## config.mk

```make
export PLATFORM = sky130hd
export DESIGN_NAME = mem_access_unit
export DESIGN_NICKNAME = d
export VERILOG_FILES = /design/src/rtl/mem_access_pkg.sv /design/src/rtl/mem_access_unit.sv
export SDC_FILE = /design/constraint.sdc
export NUM_CORES = 1
export LEC_CHECK = 0
export ABC_AREA = 1
export BUFFER_PORTS_ARGS = -buffer_cell sky130_fd_sc_hd__buf_4
export CELL_PAD_IN_SITES_DETAIL_PLACEMENT = 1
export CELL_PAD_IN_SITES_GLOBAL_PLACEMENT = 1
export CORE_UTILIZATION = 24
export CTS_BUF_LIST = sky130_fd_sc_hd__clkbuf_4 sky130_fd_sc_hd__clkbuf_8
export DETAILED_ROUTE_END_ITERATION = 10
export PLACE_DENSITY_LB_ADDON = 0.1
export SYNTH_ARGS = -nofsm -noshare
export SYNTH_HDL_FRONTEND = slang
export SYNTH_SLANG_ARGS = --single-unit
```

## constraint.sdc

```tcl
create_clock -name clk -period 3.15 [get_ports clk]
set_input_delay 0.1575 -clock clk [delete_from_list [all_inputs] [get_ports clk]]
set_output_delay 0.1575 -clock clk [all_outputs]
set_load 0.1 [all_outputs]
```

## src/rtl/mem_access_pkg.sv

```systemverilog
// Shared types and helpers for the memory-stage access unit.
package mem_access_pkg;

  localparam int unsigned DEF_ADDR_WIDTH = 5;
  localparam int unsigned DEF_DATA_WIDTH = 32;

  typedef enum logic {
    IDLE      = 1'b0,
    LOAD_WAIT = 1'b1
  } state_e;

  // A request is legal when it names exactly one operation, is word aligned
  // and lies inside the addressable data memory.
  function automatic logic req_is_legal(input logic        ld,
                                        input logic        st,
                                        input logic [31:0] addr,
                                        input int unsigned addr_width);
    logic [31:0] upper;
    upper = addr >> (addr_width + 32'd2);
    return (ld ^ st) && (addr[1:0] == 2'b00) && (upper == 32'd0);
  endfunction

endpackage

```

## src/rtl/mem_access_unit.sv

```systemverilog
// Memory-stage front end: validates load/store requests, drives the BRAM port
// and returns one registered response per request after the read latency.
module mem_access_unit
  import mem_access_pkg::*;
#(
  parameter int unsigned ADDR_WIDTH   = DEF_ADDR_WIDTH,
  parameter int unsigned DATA_WIDTH   = DEF_DATA_WIDTH,
  parameter int unsigned READ_LATENCY = 1
) (
  input  logic                  clk,
  input  logic                  rst,
  input  logic                  req_valid,
  output logic                  req_ready,
  input  logic                  req_load,
  input  logic                  req_store,
  input  logic [31:0]           req_addr,
  input  logic [DATA_WIDTH-1:0] req_wdata,
  output logic                  resp_valid,
  output logic [DATA_WIDTH-1:0] resp_rdata,
  output logic                  resp_error,
  output logic                  mem_en,
  output logic                  mem_we,
  output logic [ADDR_WIDTH-1:0] mem_addr,
  output logic [DATA_WIDTH-1:0] mem_wdata,
  input  logic [DATA_WIDTH-1:0] mem_rdata
);

  localparam int unsigned CNT_W = 2;

  state_e                state_q, state_d;
  logic [CNT_W-1:0]      cnt_q, cnt_d;
  logic                  resp_valid_q, resp_valid_d;
  logic                  resp_error_q, resp_error_d;
  logic [DATA_WIDTH-1:0] resp_rdata_q, resp_rdata_d;
  logic                  accept;
  logic                  legal;

  assign req_ready = (state_q == IDLE);
  // Reset blocks acceptance so the BRAM is never touched while rst is high.
  assign accept    = req_valid && req_ready && !rst;
  assign legal     = req_is_legal(req_load, req_store, req_addr, ADDR_WIDTH);

  assign mem_en    = accept && legal;
  assign mem_we    = accept && legal && req_store;
  assign mem_addr  = req_addr[ADDR_WIDTH+1:2];
  assign mem_wdata = req_wdata;

  assign resp_valid = resp_valid_q;
  assign resp_error = resp_error_q;
  assign resp_rdata = resp_rdata_q;

  always_comb begin
    state_d      = state_q;
    cnt_d        = cnt_q;
    resp_valid_d = 1'b0;
    resp_error_d = 1'b0;
    resp_rdata_d = '0;
    case (state_q)
      IDLE: begin
        if (accept) begin
          if (legal && req_load) begin
            state_d = LOAD_WAIT;
            cnt_d   = CNT_W'(READ_LATENCY - 1);
          end else begin
            // Stores and rejected requests complete in the following cycle.
            resp_valid_d = 1'b1;
            resp_error_d = !legal;
          end
        end
      end
      LOAD_WAIT: begin
        if (cnt_q == '0) begin
          state_d      = IDLE;
          resp_valid_d = 1'b1;
          resp_rdata_d = mem_rdata;
        end else begin
          cnt_d = cnt_q - CNT_W'(1);
        end
      end
      default: state_d = IDLE;
    endcase
  end

  always_ff @(posedge clk) begin
    if (rst) begin
      state_q      <= IDLE;
      cnt_q        <= '0;
      resp_valid_q <= 1'b0;
      resp_error_q <= 1'b0;
      resp_rdata_q <= '0;
    end else begin
      state_q      <= state_d;
      cnt_q        <= cnt_d;
      resp_valid_q <= resp_valid_d;
      resp_error_q <= resp_error_d;
      resp_rdata_q <= resp_rdata_d;
    end
  end

endmodule
```

==> results of run 1 <==
## stage by stage
stage | utilization (%) | worst slack, ps
5_1_grt | 35.4 | 1490
6_report | 35.4 | 1560
3_5_place_dp | 33.9 | 1700
4_1_cts | 35.4 | 1550
3_3_place_gp | 33.9 | 1750
2_1_floorplan | - | 4.47
## routing by layer
layer	track usage (%)	share of wire, %
met1	13.1	40
met2	18.8	49
met3	4.25	8.9
met4	6.01	1.6
met5	0	0
## final cells by class
cell class / count / area [µm²]
clock buffer: 6 / 82.6
fill: 804 / 4130
sequential: 37 / 741
timing repair buffer: 100 / 751
multi-input combinational: 88 / 413
inverter: 43 / 161
clock inverter: 2 / 13.8
tap: 77 / 96.3
## power by group through the flow
stage	Sequential (mW)	Clock, mW	Combinational (mW)
after floorplan	0.493	0	0.242
after global placement	0.480	0	0.100
after detailed placement	0.480	0	0.101
after CTS	0.469	0.369	0.102
after global routing	0.470	0.386	0.112
final	0.469	0.347	0.100
## cells by family (layout without fill, tap and decap cells)
| family | after synthesis | in the layout | share of synthesized area (%) |
|---|---|---|---|
| compound gates | 6 | 6 | 2.11 |
| fa+ha+maj | 1 | 1 | 0.781 |
| buf+inv | 83 | 151 | 28.4 |
| flops | 37 | 37 | 46.2 |
| simple gates | 81 | 81 | 22.5 |
## placed cells by master, fill, tap and decap left out, types with 3 or more instances in the layout
cell	count
sky130_fd_sc_hd__inv_1	40
sky130_fd_sc_hd__nand2_1	12
sky130_fd_sc_hd__nand2_2	3
sky130_fd_sc_hd__buf_4	100
sky130_fd_sc_hd__a21oi_1	3
sky130_fd_sc_hd__inv_2	3
sky130_fd_sc_hd__clkbuf_8	6
sky130_fd_sc_hd__dfxtp_1	37
sky130_fd_sc_hd__nor2_1	51
## critical path, cell delays in order (launching register included)
cell                      delay [ps]
sky130_fd_sc_hd__dfxtp_1         310
sky130_fd_sc_hd__inv_2            90
sky130_fd_sc_hd__nand3_2         140
sky130_fd_sc_hd__nor4_2          260
sky130_fd_sc_hd__buf_4           330
## registers in the layout (all words and copies together) (netlist names)
| signal | count |
|---|---|
| cnt_q | 2 |
| resp_error | 1 |
| resp_rdata | 32 |
| resp_valid | 1 |
| state_q | 1 |
## worst paths after layout
path / from / endpoint / slack, ps / cells past startpoint
max: state_q / mem_we / 1560 / 4
min: rst / state_q / 50 / 2
max reg2reg: cnt_q[0] / resp_rdata[22] / 1770 / 6
min reg2reg: cnt_q[0] / cnt_q[0] / 470 / 1
==> flow_summary_export.csv, run 1 <==
group,metric,value,unit
min_path,hp-class,"in -> reg",
cts,cts_setup_buffers,0,
sta,whs,53.1,ps
pwr,totalPowerFinal,916,µW
place,dp_hpwl,3150,µm
sta,fmax,0.630,GHz
synthesis,cell_count_after_synthesis,208,
floorplan,fp-row-count,29,
floorplan,die_height,83.7,µm
cts,cts_max_path_buffers,2,
cts,tritoncts_clock_tree,"built",
worst_setup_path,crit_fanout,5,
drt,first_iter_violations,29,
sta,timing.final.setup_violations,0,
cts,path_clk_slew,80,ps
drt,firstDrtPassIters,4,
synthesis,synth-warning-count,0,
final_layout,final-instance-count-excl-fill,353,
global_route,gr_ovfl_total,0,
sta,worstMarginPinSlew,556,ps
global_route,grt_util_all_layers,11.5,%
synthesis,yosys.cell_types.count,21,
drt,routed_wire_length_per_instance,11.0,µm
sta,setup_total_negative_slack,0,ps
sta,fin_skew,10.8,ps
drt,routed-via-count,1339,
final_layout,areaGrowthSynthToFinish,41.0,%
drt,detail_route.vias_per_cell,3.79,
drt,post-route-drc-count,0,
sta,period_minus_slack,1590,ps
worst_setup_path,critPathLaunchType,"register",
pwr,clock_power_share,37.8,%
place,placed_cell_area,2160,µm²
final_layout,fraction_of_layout_instances_using_a_drive_strength_above_1,44.2,%
pwr,internal_power,706,µW
synthesis,avgSynthCellArea,7.70,µm²
cts,h-tree-depth,2,
job,maxcap_violations,0,
final_layout,final_cell_area,2260,µm²
synthesis,synth_largest_type_area_fraction,46.3,%
final_layout,final_net_count,377,
synthesis,synthesis.area,1600,µm²
global_route,via_count_of_the_first_global_routing_pass,1341,
pwr,p_seq_share,51.2,%
synthesis,fraction_of_synthesis_flops_using_an_asynchronous_set_or_reset_pin,0,%
pwr,sw_frac_of_total,23.0,%
worst_setup_path,worst_ep_arrival_time,1430,ps
floorplan,floorplan.initialDensity,25.1,%
cts,numCtsBuffers,5,
floorplan,width_of_the_die,83.7,µm
pwr,power-per-cell-area,406,nW/µm²
place,port_buffers,100,
pwr,cellLeakagePower,1.22,nW
cts,worst_skew_pair_latency,290,ps
worst_setup_path,worst-endpoint-required,2990,ps
synthesis,most_frequent_cell_after_synthesis,"sky130_fd_sc_hd__nor2_1",
synthesis,synth_enable_flop_cells,0,
sta,hold_viol_final,0,
cts,number_of_cells_upsized_or_downsized_after_cts,0,
synthesis,ys_top_cells_by_area,"sky130_fd_sc_hd__dfxtp_1, sky130_fd_sc_hd__buf_4, sky130_fd_sc_hd__nor2_1, sky130_fd_sc_hd__inv_1, sky130_fd_sc_hd__nand2_1",
final_layout,antenna_cells_inserted,0,
pwr,power.net_switching,210,µW
synthesis,syn-num-nets,310,
drt,route.antenna.remaining_nets,0,
floorplan,floorplan.core_area,6390,µm²
drt,finalWirelength,3890,µm
synthesis,synthFlopType,"sky130_fd_sc_hd__dfxtp_1",
synthesis,yosys-top-cells-count,"sky130_fd_sc_hd__nor2_1, sky130_fd_sc_hd__inv_1, sky130_fd_sc_hd__buf_4, sky130_fd_sc_hd__dfxtp_1, sky130_fd_sc_hd__nand2_1",
floorplan,floorplan.io_pins,175,
sta,finalMaxSlewViolations,0,
cts,cts_sinks,37,
sta,min_period_over_period,50.4,%
worst_setup_path,critical_path_class,"reg -> out",
floorplan,floorplan.die_area,7000,µm²
cts,clk_root_buf,"sky130_fd_sc_hd__clkbuf_8",
worst_setup_path,timing.critical_path.to_type,"output pin",
sta,maxSlewHeadroom,62.9,%
global_route,antenna_found_initial,0,
synthesis,yosysSeqAreaShare,46.3,%
status,outcome,"finished clean",
place,place.detailed.instances,345,
pwr,p_comb_share,10.9,%
place,gp_routability_congestion,0.723,
global_route,grt_start_max_net_pins,33,
sta,unrepaired_setup_endpoints_after_global_routing,"no",
synthesis,biggest_area_consumer_among_synthesized_cells,"sky130_fd_sc_hd__dfxtp_1",
synthesis,synth_seq_cells,37,
pwr,vdd.ir_drop.worst,0.180,mV
global_route,grt_pass1_wl,6310,µm
cts,cts_hold_buf,0,
No activity file was read; power rests on OpenSTA's default activity.
==> inputs of run 2 (changes only) <==
--- a/config.mk
+++ b/config.mk
@@ -9,7 +9,7 @@
 export BUFFER_PORTS_ARGS = -buffer_cell sky130_fd_sc_hd__buf_4
 export CELL_PAD_IN_SITES_DETAIL_PLACEMENT = 1
 export CELL_PAD_IN_SITES_GLOBAL_PLACEMENT = 1
-export CORE_UTILIZATION = 24
+export CORE_UTILIZATION = 22
 export CTS_BUF_LIST = sky130_fd_sc_hd__clkbuf_4 sky130_fd_sc_hd__clkbuf_8
 export DETAILED_ROUTE_END_ITERATION = 10
 export PLACE_DENSITY_LB_ADDON = 0.1
==> constraint.sdc (replaced) <==
create_clock -name clk -period 1.62 [get_ports clk]
set_input_delay 0.081 -clock clk [delete_from_list [all_inputs] [get_ports clk]]
set_output_delay 0.081 -clock clk [all_outputs]
set_load 0.1 [all_outputs]
==> flow_summary_export.csv, run 2 (synthesis results as in run 1) <==
group,metric,value,unit
job,maxcap_violations,0,
place,place.detailed.instances,365,
cts,clk_root_buf,"sky130_fd_sc_hd__clkbuf_8",
global_route,grt_pass1_wl,6440,µm
final_layout,fraction_of_layout_instances_using_a_drive_strength_above_1,41.3,%
drt,firstDrtPassIters,2,
global_route,grt_util_all_layers,11.3,%
place,gp_routability_congestion,0.679,
global_route,antenna_found_initial,0,
sta,setup_total_negative_slack,0,ps
drt,drt-met1-wl,1540,µm
cts,h-tree-depth,2,
final_layout,layout_common_cells,"sky130_fd_sc_hd__buf_4, sky130_fd_sc_hd__nor2_1, sky130_fd_sc_hd__inv_1",
floorplan,width_of_the_die,87.3,µm
worst_setup_path,regToRegStartpoint,"cnt_q[0]",
drt,routed_wire_length_per_instance,10.4,µm
min_path,worstHoldEndpoint,"resp_rdata[23]",
floorplan,die_height,87.3,µm
place,dp_hpwl,3140,µm
drt,route.top_layer_used,"met4",
min_path,min_delay_path_depth,3,
drt,wl_met3,454,µm
place,placed_cell_area,2250,µm²
worst_setup_path,ff2ff_setup_slack,370,ps
sta,hold_viol_final,0,
sta,fmax,0.656,GHz
final_layout,fill_cells,865,
worst_setup_path,critical_path_class,"reg -> out",
final_layout,layout_commonest_cell,"sky130_fd_sc_hd__buf_4",
worst_setup_path,worst_ep_arrival_time,1440,ps
global_route,via_count_of_the_first_global_routing_pass,1495,
final_layout,areaGrowthSynthToFinish,64.2,%
drt,first_iter_violations,27,
global_route,gr_ovfl_total,0,
floorplan,floorplan.core_area,6910,µm²
sta,finalMaxSlewViolations,0,
sta,maxSlewHeadroom,81.1,%
pwr,totalPowerFinal,2.01,mW
final_layout,final_net_count,404,
min_path,hold_wc_startpoint,"mem_rdata[23]",
sta,worstMarginPinSlew,287,ps
worst_setup_path,r2r_end,"resp_rdata[20]",
status,outcome,"finished clean",
drt,finalWirelength,4160,µm
floorplan,fp-row-count,30,
worst_setup_path,crit_fanout,5,
cts,cts_sinks,37,
cts,numCtsBuffers,5,
floorplan,floorplan.io_pins,175,
cts,cts_hold_buf,25,
cts,worst_skew_pair_latency,290,ps
drt,route.antenna.remaining_nets,0,
pwr,cellLeakagePower,1.38,nW
pwr,vdd.ir_drop.worst,0.341,mV
final_layout,final-instance-count-excl-fill,399,
final_layout,antenna_cells_inserted,0,
pwr,power-per-cell-area,763,nW/µm²
sta,fin_skew,5.07,ps
final_layout,final_cell_area,2630,µm²
worst_setup_path,timing.critical_path.to_type,"output pin",
sta,unrepaired_setup_endpoints_after_global_routing,"no",
cts,cts_setup_buffers,0,
final_layout,largest_reg_flops,32,
worst_setup_path,worstRegToRegCells,7,
cts,path_clk_slew,70,ps
sta,timing.final.setup_violations,0,
sta,min_period_over_period,94.1,%
cts,tritoncts_clock_tree,"built",
cts,cts_max_path_buffers,2,
drt,routed-via-count,1458,
drt,post-route-drc-count,0,
floorplan,floorplan.die_area,7620,µm²
sta,period_minus_slack,1520,ps
worst_setup_path,critPathLaunchType,"register",
drt,detail_route.vias_per_cell,3.65,
worst_setup_path,worst-endpoint-required,1540,ps
drt,wl_met2,2120,µm
cts,number_of_cells_upsized_or_downsized_after_cts,0,
floorplan,floorplan.initialDensity,23.2,%
min_path,hp-class,"in -> reg",
sta,postLayoutSetupSlackWorst,96.1,ps
place,placement.setup.worst_slack,227,ps
place,port_buffers,100,
global_route,grt_start_max_net_pins,25,
==> run 2: changes by cell type in the layout (fill, tap and decap cells not counted), sizes merged <==
cell	change
clkinv	-2
clkbuf	+1
buf	+1
dlygate4sd3	+26
bufinv	+1
==> run 2: metal layers <==
metal / track usage [%] / vias up
li1: - / 751
met1: 11.2 / 630
met2: 20.0 / 67
met3: 4.93 / 10
met4: 5.51 / 0
met5: 0 / -
==> run 2: cell type report <==
class / instances / area [µm²] / share of cell area [%]
clock buffer: 7 / 90.1 / 3.43
sequential: 37 / 744 / 28.3
clock inverter: 1 / 30.0 / 1.14
multi-input combinational: 88 / 440 / 16.7
inverter: 43 / 174 / 6.61
tap: 96 / 120 / 4.57
timing repair buffer: 127 / 1030 / 39.2
==> run 2: worst max-delay path by stage <==
stage	start	end	slack, ps	cells past startpoint
6_report	state_q	mem_we	100	4
3_3_place_gp	req_addr[28]	mem_we	240	7
2_1_floorplan	state_q	mem_we	-190	3
3_5_place_dp	req_addr[28]	mem_we	230	7
4_1_cts	state_q	mem_we	70	4
5_1_grt	state_q	mem_we	20	4
==> run 2: through the flow <==
| step | utilization [%] | hold WS [ps] |
|---|---|---|
| floorplan | - | 134 |
| global placement | 32.6 | 163 |
| detailed placement | 32.6 | 163 |
| CTS | 37.9 | 0.380 |
| global route | 38.1 | 2.55 |
| finish | 38.1 | 8.10 |
==> run 2: power breakdown <==
part | total [mW] | internal [mW] | switching [mW] | leakage (nW)
Sequential | 0.911 | 0.910 | 0.000680 | 0.299
Clock | 0.848 | 0.519 | 0.329 | 0.0619
Combinational | 0.249 | 0.157 | 0.0915 | 1.02
Total | 2.01 | 1.59 | 0.421 | 1.38
==> run 2: critical path, cell delays in order (launching register included) <==
cell and delay [ps]:
sky130_fd_sc_hd__dfxtp_4 370, sky130_fd_sc_hd__inv_12 60, sky130_fd_sc_hd__nand3_4 120, sky130_fd_sc_hd__nor4_4 290, sky130_fd_sc_hd__buf_4 330
==> inputs of run 3 (changes only) <==
--- a/config.mk
+++ b/config.mk
@@ -9,9 +9,9 @@
 export BUFFER_PORTS_ARGS = -buffer_cell sky130_fd_sc_hd__buf_4
 export CELL_PAD_IN_SITES_DETAIL_PLACEMENT = 1
 export CELL_PAD_IN_SITES_GLOBAL_PLACEMENT = 1
-export CORE_UTILIZATION = 22
-export CTS_BUF_LIST = sky130_fd_sc_hd__clkbuf_4 sky130_fd_sc_hd__clkbuf_8
+export CORE_UTILIZATION = 21
 export DETAILED_ROUTE_END_ITERATION = 10
+export HOLD_SLACK_MARGIN = 0.03
 export PLACE_DENSITY_LB_ADDON = 0.1
 export SYNTH_ARGS = -nofsm -noshare
 export SYNTH_HDL_FRONTEND = slang
==> flow_summary_export.csv, run 3 (synthesis results as in run 1) <==
group,metric,value,unit
pwr,power.net_switching,409,µW
worst_setup_path,worst-endpoint-required,1540,ps
drt,routed-via-count,1496,
floorplan,floorplan.initialDensity,21.8,%
cts,numCtsBuffers,5,
final_layout,fraction_of_layout_instances_using_a_drive_strength_above_1,39.8,%
sta,fin_skew,7.29,ps
final_layout,fill_cells,864,
final_layout,antenna_cells_inserted,0,
worst_setup_path,worst-path-buf-inv,2,
sta,fmax,0.662,GHz
sta,period_minus_slack,1510,ps
job,maxcap_violations,0,
cts,cts_max_path_buffers,2,
worst_setup_path,timing.critical_path.to_type,"output pin",
final_layout,layout_commonest_cell,"sky130_fd_sc_hd__buf_4",
sta,whs,104,ps
pwr,cellLeakagePower,1.39,nW
floorplan,die_height,89.3,µm
drt,routed_wire_length_per_instance,9.90,µm
place,port_buffers,100,
final_layout,final_util,36.6,%
drt,detail_route.vias_per_cell,3.67,
cts,worst_skew_pair_latency,280,ps
final_layout,largest_reg_flops,32,
final_layout,areaGrowthSynthToFinish,67.3,%
cts,tritoncts_clock_tree,"built",
worst_setup_path,critical_path_class,"reg -> out",
sta,finalMaxSlewViolations,0,
sta,hold_viol_final,0,
floorplan,floorplan.io_pins,175,
sta,min_period_over_period,93.3,%
cts,h-tree-depth,2,
pwr,vdd.ir_drop.worst,0.333,mV
drt,route.antenna.remaining_nets,0,
final_layout,multi_input_area,440,µm²
global_route,grt_util_all_layers,9.85,%
worst_setup_path,critPathLaunchType,"register",
place,dp_hpwl,3040,µm
sta,maxSlewHeadroom,62.2,%
pwr,p_seq_share,45.8,%
final_layout,final_net_count,410,
drt,post-route-drc-count,0,
drt,first_iter_violations,21,
global_route,via_count_of_the_first_global_routing_pass,1462,
drt,firstDrtPassIters,4,
floorplan,fp-row-count,31,
worst_setup_path,critical-path-top-delay-family,"simple AND/OR/NAND/NOR gates",
pwr,p_comb_share,13.2,%
cts,number_of_cells_upsized_or_downsized_after_cts,0,
worst_setup_path,worst_path_largest_cell_delay,370,ps
floorplan,floorplan.core_area,7330,µm²
floorplan,floorplan.die_area,7980,µm²
status,outcome,"finished clean",
global_route,grt_pass1_wl,6020,µm
worst_setup_path,crit_fanout,5,
sta,worstMarginPinSlew,566,ps
cts,clk_root_buf,"sky130_fd_sc_hd__clkbuf_8",
global_route,grt_start_max_net_pins,33,
pwr,clock_power_share,41.0,%
worst_setup_path,critical_path.cell_chain,"inv_12 > nand3_4 > nor4_4 > buf_4",
global_route,gr_ovfl_total,0,
worst_setup_path,worst_ep_arrival_time,1430,ps
sta,timing.final.setup_violations,0,
final_layout,layout_common_cells,"sky130_fd_sc_hd__buf_4, sky130_fd_sc_hd__nor2_1, sky130_fd_sc_hd__inv_1",
drt,finalWirelength,4040,µm
pwr,sw_frac_of_total,20.5,%
sta,unrepaired_setup_endpoints_after_global_routing,"no",
cts,path_clk_slew,70,ps
worst_setup_path,cp_slowest_cell,"sky130_fd_sc_hd__dfxtp_4",
global_route,antenna_found_initial,0,
pwr,power-per-cell-area,742,nW/µm²
cts,cts_sinks,37,
min_path,hp-class,"in -> reg",
place,gp_routability_congestion,0.667,
pwr,internal_power,1.58,mW
floorplan,width_of_the_die,89.3,µm
final_layout,seqCellArea,744,µm²
-- run 3: changes by cell type in the layout (fill, tap and decap cells not counted) --
| cell | previous run | this run |
|---|---|---|
| sky130_fd_sc_hd__dlygate4sd3_1 | 26 | 33 |
| sky130_fd_sc_hd__clkbuf_4 | 1 | 0 |
| sky130_fd_sc_hd__clkbuf_1 | 0 | 1 |
| sky130_fd_sc_hd__buf_12 | 1 | 0 |
-- run 3: per-stage QoR --
stage,std cells,setup WS (ps),setup TNS [ps],cell area [µm²],power [mW]
finish,408,109,0,2680,1.99
global route,408,42.8,0,2680,2.08
CTS,408,72.9,0,2680,2.03
detailed placement,367,187,0,2230,1.13
global placement,367,209,0,2230,1.13
floorplan,208,-193,-193,1650,1.43
-- run 3: worst min-delay path, cell delays in order --
cell	delay [ps]
sky130_fd_sc_hd__buf_4	130
sky130_fd_sc_hd__nand3_2	90
sky130_fd_sc_hd__a21oi_2	50
-- run 3: final timing paths --
| kind | start | end | slack, ps | depth (start not counted) |
|---|---|---|---|---|
| setup reg to reg | cnt_q[0] | resp_rdata[0] | 270 | 6 |
| setup / recovery | state_q | mem_we | 110 | 4 |
| hold / removal | req_load | state_q | 100 | 3 |
| hold reg to reg | cnt_q[0] | cnt_q[0] | 460 | 1 |
-- run 3: power groups by stage --
stage | clock [mW] | combinational [mW] | sequential, mW
2_1_floorplan | 0 | 0.473 | 0.956
3_3_place_gp | 0 | 0.198 | 0.932
3_5_place_dp | 0 | 0.200 | 0.932
4_1_cts | 0.851 | 0.265 | 0.911
5_1_grt | 0.883 | 0.286 | 0.911
6_report | 0.815 | 0.262 | 0.911
-- run 3: cell type report --
class	instances	share of cell area (%)
flip-flops and latches	37	27.8
clock inverters	1	1.12
repair buffers	133	40.3
well taps	99	4.62
multi-input cells	88	16.4
inverters	43	6.49
clock buffers	7	3.22
-- run 3: per-layer routing --
layer	vias to the layer above	wire length [µm]	track usage, %
met1	668	1580	10.3
met5	-	0	0
met4	0	17	3.03
li1	765	-	-
met3	4	381	3.97
met2	59	2070	18.0
-- run 3: repair_timing --
item / in CTS / in global routing
hold buffers: 33 / 0
hold endpoints to repair: 34 / 0
buffers inserted: 0 / 0
